$ cat src/rtl/reset_seq_ctrl_if.sv
// Control/status bundle of the reset sequencer: timing config, software
// re-reset handshake and the per-channel active-low resets.
interface reset_seq_ctrl_if #(
    parameter int N_CH  = 4,
    parameter int CNT_W = 8
);
    logic [CNT_W-1:0] hold_cyc;
    logic [CNT_W-1:0] gap_cyc;
    logic             sw_req;
    logic             sw_ack;
    logic [N_CH-1:0]  ch_rst_n;
    logic             busy;
    logic             seq_done;

    modport master (
        output hold_cyc,
        output gap_cyc,
        output sw_req,
        input  sw_ack,
        input  ch_rst_n,
        input  busy,
        input  seq_done
    );

    modport slave (
        input  hold_cyc,
        input  gap_cyc,
        input  sw_req,
        output sw_ack,
        output ch_rst_n,
        output busy,
        output seq_done
    );
endinterface

$ cat src/rtl/reset_seq_ctrl.sv
// N-channel reset sequencer: holds all channels for H cycles, then releases them
// in channel order every G cycles; restarts on rst or an accepted sw_req in IDLE.
module reset_seq_ctrl #(
    parameter int N_CH  = 4,
    parameter int CNT_W = 8
) (
    input  logic            clk,
    input  logic            rst,
    reset_seq_ctrl_if.slave ctl
);
    localparam int               IDX_W    = (N_CH > 1) ? $clog2(N_CH) : 1;
    localparam logic [IDX_W-1:0] LAST_IDX = IDX_W'(N_CH - 1);
    localparam logic [N_CH-1:0]  CH_ONE   = N_CH'(1);
    localparam logic [CNT_W-1:0] CNT_ONE  = CNT_W'(1);

    typedef enum logic [1:0] {
        HOLD    = 2'd0,
        RELEASE = 2'd1,
        IDLE    = 2'd2
    } state_t;

    state_t           state;
    state_t           state_nxt;
    logic [CNT_W-1:0] cnt;
    logic [CNT_W-1:0] cnt_nxt;
    logic [CNT_W-1:0] hold_lat;
    logic [CNT_W-1:0] hold_lat_nxt;
    logic [CNT_W-1:0] gap_lat;
    logic [CNT_W-1:0] gap_lat_nxt;
    logic [IDX_W-1:0] idx;
    logic [IDX_W-1:0] idx_nxt;
    logic [N_CH-1:0]  ch_rst_n_q;
    logic [N_CH-1:0]  ch_rst_n_nxt;
    logic             ack_q;
    logic             ack_nxt;
    logic             done_q;
    logic             done_nxt;

    logic [CNT_W-1:0] hold_eff;
    logic [CNT_W-1:0] gap_eff;
    logic [CNT_W-1:0] limit;
    logic             phase_end;

    // Zero-valued timing config is promoted to one cycle.
    assign hold_eff = (ctl.hold_cyc == '0) ? CNT_ONE : ctl.hold_cyc;
    assign gap_eff  = (ctl.gap_cyc  == '0) ? CNT_ONE : ctl.gap_cyc;

    // cnt holds the number of edges seen in the current phase; a phase ends
    // at the edge where that count reaches the latched limit, so it never wraps.
    assign limit     = (state == HOLD) ? hold_lat : gap_lat;
    assign phase_end = (cnt == limit);

    always_comb begin
        state_nxt    = state;
        cnt_nxt      = cnt;
        idx_nxt      = idx;
        ch_rst_n_nxt = ch_rst_n_q;
        hold_lat_nxt = hold_lat;
        gap_lat_nxt  = gap_lat;
        ack_nxt      = 1'b0;
        done_nxt     = 1'b0;

        case (state)
            HOLD, RELEASE: begin
                if (phase_end) begin
                    ch_rst_n_nxt = ch_rst_n_q | (CH_ONE << idx);
                    cnt_nxt      = CNT_ONE;
                    if (idx == LAST_IDX) begin
                        state_nxt = IDLE;
                        done_nxt  = 1'b1;
                    end else begin
                        state_nxt = RELEASE;
                        idx_nxt   = idx + IDX_W'(1);
                    end
                end else begin
                    cnt_nxt = cnt + CNT_ONE;
                end
            end
            IDLE: begin
                if (ctl.sw_req) begin
                    state_nxt    = HOLD;
                    cnt_nxt      = '0;
                    idx_nxt      = '0;
                    ch_rst_n_nxt = '0;
                    hold_lat_nxt = hold_eff;
                    gap_lat_nxt  = gap_eff;
                    ack_nxt      = 1'b1;
                end
            end
            default: begin
                // Unreachable encoding: fall back to a fresh, fully-asserted hold.
                state_nxt    = HOLD;
                cnt_nxt      = '0;
                idx_nxt      = '0;
                ch_rst_n_nxt = '0;
                hold_lat_nxt = hold_eff;
                gap_lat_nxt  = gap_eff;
            end
        endcase
    end

    // rst overrides everything, including a same-cycle sw_req in IDLE.
    always_ff @(posedge clk) begin
        if (rst) begin
            state      <= HOLD;
            cnt        <= '0;
            idx        <= '0;
            ch_rst_n_q <= '0;
            hold_lat   <= hold_eff;
            gap_lat    <= gap_eff;
            ack_q      <= 1'b0;
            done_q     <= 1'b0;
        end else begin
            state      <= state_nxt;
            cnt        <= cnt_nxt;
            idx        <= idx_nxt;
            ch_rst_n_q <= ch_rst_n_nxt;
            hold_lat   <= hold_lat_nxt;
            gap_lat    <= gap_lat_nxt;
            ack_q      <= ack_nxt;
            done_q     <= done_nxt;
        end
    end

    assign ctl.ch_rst_n = ch_rst_n_q;
    assign ctl.busy     = ~(&ch_rst_n_q);
    assign ctl.sw_ack   = ack_q;
    assign ctl.seq_done = done_q;
endmodule

$ cat src/flat_wrapper.sv
// flat-port wrapper written by rule: the top's interface ports become plain ports
module reset_seq_ctrl_flat 
#(
    parameter int N_CH  = 4,
    parameter int CNT_W = 8
)
  (clk, rst, ctl_hold_cyc, ctl_gap_cyc, ctl_sw_req, ctl_sw_ack, ctl_ch_rst_n, ctl_busy, ctl_seq_done);
  reset_seq_ctrl_if #(.N_CH(N_CH), .CNT_W(CNT_W)) ctl_i ();
  input  logic clk;
  input  logic rst;
  input wire logic [$bits(ctl_i.hold_cyc)-1:0] ctl_hold_cyc;
  input wire logic [$bits(ctl_i.gap_cyc)-1:0] ctl_gap_cyc;
  input wire logic [$bits(ctl_i.sw_req)-1:0] ctl_sw_req;
  output wire logic [$bits(ctl_i.sw_ack)-1:0] ctl_sw_ack;
  output wire logic [$bits(ctl_i.ch_rst_n)-1:0] ctl_ch_rst_n;
  output wire logic [$bits(ctl_i.busy)-1:0] ctl_busy;
  output wire logic [$bits(ctl_i.seq_done)-1:0] ctl_seq_done;
  assign ctl_i.hold_cyc = ctl_hold_cyc;
  assign ctl_i.gap_cyc = ctl_gap_cyc;
  assign ctl_i.sw_req = ctl_sw_req;
  assign ctl_sw_ack = ctl_i.sw_ack;
  assign ctl_ch_rst_n = ctl_i.ch_rst_n;
  assign ctl_busy = ctl_i.busy;
  assign ctl_seq_done = ctl_i.seq_done;
  reset_seq_ctrl #(.N_CH(N_CH), .CNT_W(CNT_W)) u_core (.clk(clk), .rst(rst), .ctl(ctl_i));
endmodule
$ cat config.mk
export PLATFORM = sky130hd
export DESIGN_NAME = reset_seq_ctrl_flat
export DESIGN_NICKNAME = d
export VERILOG_FILES = /design/src/rtl/reset_seq_ctrl_if.sv /design/src/rtl/reset_seq_ctrl.sv /design/src/flat_wrapper.sv
export SDC_FILE = /design/constraint.sdc
export NUM_CORES = 1
export LEC_CHECK = 0
export BUFFER_PORTS_ARGS = -buffer_cell sky130_fd_sc_hd__buf_4
export CAP_MARGIN = 0
export CORE_UTILIZATION = 40
export CTS_CLUSTER_DIAMETER = 60
export DETAILED_ROUTE_END_ITERATION = 8
export SYNTH_ARGS = -nofsm -noshare
export SYNTH_HDL_FRONTEND = slang
export SYNTH_SLANG_ARGS = --single-unit
$ cat constraint.sdc
create_clock -name clk -period 1.9 [get_ports clk]
set_input_delay 0.38 -clock clk [delete_from_list [all_inputs] [get_ports clk]]
set_output_delay 0.38 -clock clk [all_outputs]
set_load 0.01 [all_outputs]
==> results of run 1 <==
-- layer usage --
metal  wire (um)  GRT usage, %  up-vias
met2        1990          34.8       28
met5           0             0        -
met3         126          5.57       12
met4         125          12.2        0
met1        1500          20.3      621
li1            -             -      636
-- layout make-up --
class	count	area, um^2
fillers	359	1940
inverters	12	45.0
multi-input cells	97	771
well taps	50	62.6
flip-flops and latches	34	847
repair buffers	37	307
clock buffers	8	90.1
-- metrics by stage --
step / hold slack (ns) / util, % / power (mW) / instance area [um^2] / std cells
finish: 0.275 / 52.3 / 1.48 / 2120 / 238
global route: 0.266 / 52.3 / 1.55 / 2120 / 238
CTS: 0.267 / 51.2 / 1.50 / 2080 / 237
detailed placement: 0.503 / 48.9 / 0.954 / 1980 / 229
global placement: 0.492 / 48.9 / 0.951 / 1980 / 229
floorplan: 0.461 / - / 0.895 / 1720 / 163
-- flip-flops by register name (all words and copies together) (netlist names) --
name / cells
u_core.hold_lat: 8
u_core.ctl.ch_rst_n: 4
u_core.ctl.seq_done: 1
u_core.gap_lat: 8
u_core.cnt: 8
u_core.idx: 2
u_core.ctl.sw_ack: 1
u_core.state: 2
-- cells in the mapped netlist (3+ instances only) --
cell type | count | share of area (%)
a21o_1 | 3 | 1.3
a31oi_1 | 7 | 2.6
clkbuf_1 | 17 | 3.7
dfxtp_1 | 18 | 21
edfxtp_1 | 16 | 28
ha_1 | 5 | 3.6
inv_1 | 12 | 2.6
mux2i_1 | 3 | 1.8
nand2_1 | 6 | 1.3
nand2b_1 | 4 | 1.5
nand4_1 | 4 | 1.5
nor2_1 | 7 | 1.5
nor3_1 | 8 | 2.3
nor4_1 | 3 | 1.1
nor4b_1 | 3 | 1.5
xnor2_1 | 5 | 2.6
xor2_1 | 3 | 1.5
-- layout by cell type, fill, tap and decap left out, drive strengths merged, types with 3 or more instances in the layout --
| master | instances |
|---|---|
| buf | 37 |
| dfxtp | 18 |
| edfxtp | 16 |
| inv | 12 |
| nor3 | 8 |
| nor2 | 8 |
| clkbuf | 8 |
| a31oi | 7 |
| nand2 | 6 |
| xnor2 | 5 |
| ha | 5 |
| nand4 | 4 |
| nand2b | 4 |
| a21oi | 4 |
| nor4 | 4 |
| mux2i | 3 |
| a21o | 3 |
| o221ai | 3 |
| xor2 | 3 |
| nor4b | 3 |
-- kinds of logic (layout without fill, tap and decap cells) --
logic type,Yosys count,count (layout),share of synthesized area [%]
AO/OA/AOI/OAI,31,31,14.4
adder cells (fa/ha/maj),5,5,3.65
flip-flops,34,34,49.0
buffers and inverters,32,57,7.95
XOR/XNOR,8,8,4.08
multiplexers,3,3,1.75
AND/OR/NAND/NOR,50,50,19.1
-- worst max-delay path by stage --
stage / end / slack [ns]
global placement: u_core.cnt[2]$_SDFFE_PP0P_ / -0.03
global route: u_core.cnt[0]$_SDFFE_PP0P_ / -0.10
CTS: u_core.state[1]$_SDFFE_PP0P_ / 0.002
finish: u_core.cnt[2]$_SDFFE_PP0P_ / 0.02
detailed placement: u_core.cnt[6]$_SDFFE_PP0P_ / -0.03
floorplan: u_core.cnt[3]$_SDFFE_PP0P_ / 0.08
-- power breakdown --
part	internal, mW	switching, mW	total, mW
clock network	0.295	0.247	0.542
registers	0.794	0.0206	0.814
logic	0.0700	0.0589	0.129
total	1.16	0.326	1.48
-- what timing repair did --
item / in CTS / in global routing
hold buffers: 0 / 0
setup endpoints to repair: 25 / 30
pin swaps: 0 / 1
cloned: 0 / 0
buffers inserted: 0 / 1
resized for setup: 2 / 8
==> impl_metrics.toml, run 1 <==
[global_routing]
grt_pass1_vias = 1400
grt_pass1_wl_um = 6290
grt_usage_pct = 19.7
grt_max_degree = 20
gr-total-overflow = 0
antenna_found_initial = 0

[clock_tree]
clock_latency_ns = 0.29
cts_max_level = 2
cts_buffers = 5
cts_sinks = 34
cts_buffer_depth = 2
cts_tree = "yes"
clkTransAtPathRegs_ns = 0.07
cts_root_buf = "clkbuf_8"

[setup_path]
crit_buf_inv = 2
endpoint_kind = "flip-flop"
cp-start-kind = "flip-flop"
cp_max_fo = 10
path_delay_family = "simple AND/OR/NAND/NOR gates"
regToRegSetupSlack_ns = 0.02
arrival_ns = 2.09
crit_slowest_cell = "or4b_1"
critPathLaunch = "u_core.cnt[6]$_SDFFE_PP0P_"
path_class = "flip-flop to flip-flop"
cp.depth = 7
rr_startpoint = "u_core.cnt[6]$_SDFFE_PP0P_"
required_ns = 2.11
path_cells = "inv_1 > o2111ai_1 > o22a_1 > nor4_4 > buf_6 > or4b_1 > o21ai_0"
slowest_delay_ns = 0.50
r2r_cells = 7
r2r-end = "u_core.cnt[2]$_SDFFE_PP0P_"

[sta]
timing.final.ws_setup_ns = 0.0167
fin_skew_ns = 0.00660
timing.slew.headroom_pct = 77.1
worstMarginPinSlew_ns = 0.341
finalSetupTns_ns = 0
period_minus_slack_ns = 1.88
hold_viol = 0
fmax_mhz = 531
setup_viol = 0
fin_crit_sh_pct = 99.1
slew_violations = 0
rsz0062_at_grt = "yes"

[yosys]
syn_area_um2 = 1720
yosysWarnings = 0
synthFlopType = "dfxtp_1"
synth_cell_type_count = 47
synth_nets = 187
async_flop_share_pct = 0
synth_edf_count = 16
synth-seq-cells = 34
synth_area_per_cell_um2 = 10.5
syn-instance-count = 163
ys_seq_area_share_pct = 49.0

[die]
core_um2 = 4060
die_x_um = 67.5
num_rows = 23
dieArea_um2 = 4550
ioPinCount = 26
die_y_um = 67.5
initial_core_util_pct = 42.3

[drt]
antenna_left = 0
firstDrtPassIters = 4
wl_per_cell_um = 15.7
drt_iter0_markers = 45
vias_per_cell = 5.45
wirelength_um = 3740
num_vias = 1297
drc = 0

[layout]
drive_above_1_share_pct = 34.0
synthToLayoutAreaGrowth_pct = 23.7
antenna_cells = 0
layout.nets = 211

[outcome]
outcome = "finished, final reports clean"

[power_and_ir_drop]
leakage_nw = 0.868
power.density_nw_per_um2 = 700
vdd_drop_max_mv = 0.554

[hold_path]
hold_start = "ctl_gap_cyc[1]"
hold_end = "u_core.gap_lat[1]$_SDFFCE_PN0P_"
hp-class = "input port to flip-flop"
worstHoldPathCells = 1

[flow_run]
drv_cap = 0

[placed_design]
place_ws_ns = -0.0349
gp_congestion = 0.959
io_buffer_count = 25
dpl.hpwl_um = 2880
No activity file was read; power rests on OpenSTA's default activity.
==> inputs of run 2 (changes only) <==
--- a/config.mk
+++ b/config.mk
@@ -5,6 +5,7 @@
 export SDC_FILE = /design/constraint.sdc
 export NUM_CORES = 1
 export LEC_CHECK = 0
+export ABC_AREA = 1
 export BUFFER_PORTS_ARGS = -buffer_cell sky130_fd_sc_hd__buf_4
 export CAP_MARGIN = 0
 export CORE_UTILIZATION = 40
==> run 2 against run 1 <==
Effect of this change: largest power group unchanged; register-to-register slack improved by 0.23 ns; via count shrank 3.2%; sequential share of layout area is 2.8 points higher; power shrank 4.7%.
==> impl_metrics.toml, run 2 <==
[sta]
worstMarginPinSlew_ns = 0.366
setup_viol = 0
timing.slew.headroom_pct = 75.4
timing.final.ws_setup_ns = 0.244
fin_crit_sh_pct = 87.2
fin_skew_ns = 0.00569
rsz0062_at_grt = "no"
hold_viol = 0
fmax_mhz = 604
finalSetupTns_ns = 0
slew_violations = 0
period_minus_slack_ns = 1.66

[setup_path]
cp_max_fo = 10
arrival_ns = 1.81
cp-start-kind = "flip-flop"
regToRegSetupSlack_ns = 0.24
endpoint_kind = "flip-flop"
required_ns = 2.06
path_class = "flip-flop to flip-flop"

[die]
dieArea_um2 = 4430
die_y_um = 66.6
initial_core_util_pct = 41.7
num_rows = 23
core_um2 = 4000
ioPinCount = 26
die_x_um = 66.6

[clock_tree]
clkTransAtPathRegs_ns = 0.07
cts_setup_buffers = 0
cts_root_buf = "clkbuf_8"
cts_sinks = 34
cts_resized = 0
cts_tree = "yes"
clock_latency_ns = 0.28
holdBufCountCts = 0
cts_max_level = 2
cts_buffer_depth = 2
cts_buffers = 5

[yosys]
syn_area_um2 = 1670
synth_area_leaders = "edfxtp_1, dfxtp_1, nand2_1"
synth-seq-cells = 34
synthTopCellsByCount = "nand2_1, inv_1, dfxtp_1"
synth_area_per_cell_um2 = 8.09
synthFlopType = "dfxtp_1"
async_flop_share_pct = 0
post-synth-top-area-cell = "edfxtp_1"
synth_nets = 230
synthSimpleGateAreaFrac_pct = 28.8
ys_seq_area_share_pct = 50.5
synth.most_common_cell = "nand2_1"
synthXorXnorAreaFrac_pct = 2.10
synth.area.mux_share_pct = 0
synth-adder-area-share_pct = 3.75
synth_top_family_by_area = "simple AND/OR/NAND/NOR gates"
synth_compound_area_share_pct = 4.80
synth_edf_count = 16
synth_cell_type_count = 24
yosysWarnings = 0
syn-instance-count = 206
synth_top_area_share_pct = 28.8

[global_routing]
grt_pass1_vias = 1164
grt_pass1_wl_um = 5150
grt_max_degree = 20
antenna_found_initial = 0
gr-total-overflow = 0
grt_usage_pct = 16.0

[placed_design]
place_ws_ns = 0.186
io_buffer_count = 25
post_dp_cell_area_um2 = 1880
dpl.hpwl_um = 2280
gp_congestion = 0.772

[layout]
layout.nets = 251
reg.largest.list = "u_core.cnt x8, u_core.gap_lat x8, u_core.hold_lat x8"
final_cell_mix = "nand2_1, buf_4, inv_1, dfxtp_1, edfxtp_1"
final_common_cell = "nand2_1"
drive_above_1_share_pct = 20.2
antenna_cells = 0
synthToLayoutAreaGrowth_pct = 18.3
fillCellCount = 388
fin_area_um2 = 1970

[flow_run]
drv_cap = 0

[power_and_ir_drop]
leakage_nw = 0.856
power.density_nw_per_um2 = 717
vdd_drop_max_mv = 0.392

[outcome]
outcome = "finished, final reports clean"

[drt]
num_vias = 1256
drc = 0
wl_per_cell_um = 10.9
vias_per_cell = 4.52
wirelength_um = 3030
antenna_left = 0
drt_iter0_markers = 73
firstDrtPassIters = 4

[hold_path]
hp-class = "input port to flip-flop"
run 2: worst paths after layout:
kind	from	cells past startpoint	to
hold reg to reg	u_core.ctl.ch_rst_n[1]$_SDFFE_PP0P_	2	u_core.ctl.ch_rst_n[1]$_SDFFE_PP0P_
setup reg to reg	u_core.state[1]$_SDFFE_PP0P_	13	u_core.cnt[5]$_SDFFE_PP0P_
hold / removal	ctl_hold_cyc[7]	1	u_core.hold_lat[7]$_SDFFCE_PN0P_
setup / recovery	u_core.state[1]$_SDFFE_PP0P_	13	u_core.cnt[5]$_SDFFE_PP0P_
run 2: power breakdown:
group / switching (mW) / internal [mW]
Combinational: 0.0537 / 0.0523
Sequential: 0.0121 / 0.794
Clock: 0.251 / 0.252
Total: 0.317 / 1.10
run 2: layout make-up:
cell class / instances / area (um^2) / area share [%]
inverter: 26 / 100 / 5.08
sequential: 34 / 843 / 42.8
multi-input combinational: 131 / 667 / 33.8
clock buffer: 6 / 72.6 / 3.68
clock inverter: 2 / 8.76 / 0.444
tap: 50 / 62.6 / 3.17
timing repair buffer: 29 / 218 / 11.0
run 2: metal layers:
layer	vias up	routed length, um	GRT usage [%]
li1	692	-	-
met4	0	65	7.98
met2	27	1250	22.6
met1	532	1580	21.6
met3	5	131	5.14
met5	-	0	0
run 2: per-stage QoR:
| step | instances | utilization (%) | hold slack (ns) | power [mW] |
|---|---|---|---|---|
| 2_1_floorplan | 206 | - | 0.471 | 0.887 |
| 3_3_place_gp | 269 | 47.0 | 0.459 | 0.930 |
| 3_5_place_dp | 269 | 47.0 | 0.468 | 0.930 |
| 4_1_cts | 277 | 49.0 | 0.274 | 1.43 |
| 5_1_grt | 278 | 49.3 | 0.265 | 1.48 |
| 6_report | 278 | 49.3 | 0.281 | 1.41 |
run 2: worst max-delay path, stage by stage, from the launching register on:
cell and delay [ns]:
dfxtp_2 0.41, inv_4 0.10, nand2_4 0.12, nand2_1 0.08, nand2_1 0.06, nand2_1 0.04, nand2_1 0.05, nand2_1 0.06
nor2_1 0.13, nand2_2 0.11, nand2_4 0.11, nand2_1 0.08, nand2_2 0.12, nor3_1 0.06
run 2: cells by family after synthesis:
group	after synthesis
AND/OR/NAND/NOR	106
buffers and inverters	42
flip-flops	34
AO/OA/AOI/OAI	15
adder cells (fa/ha/maj)	5
XOR/XNOR	4
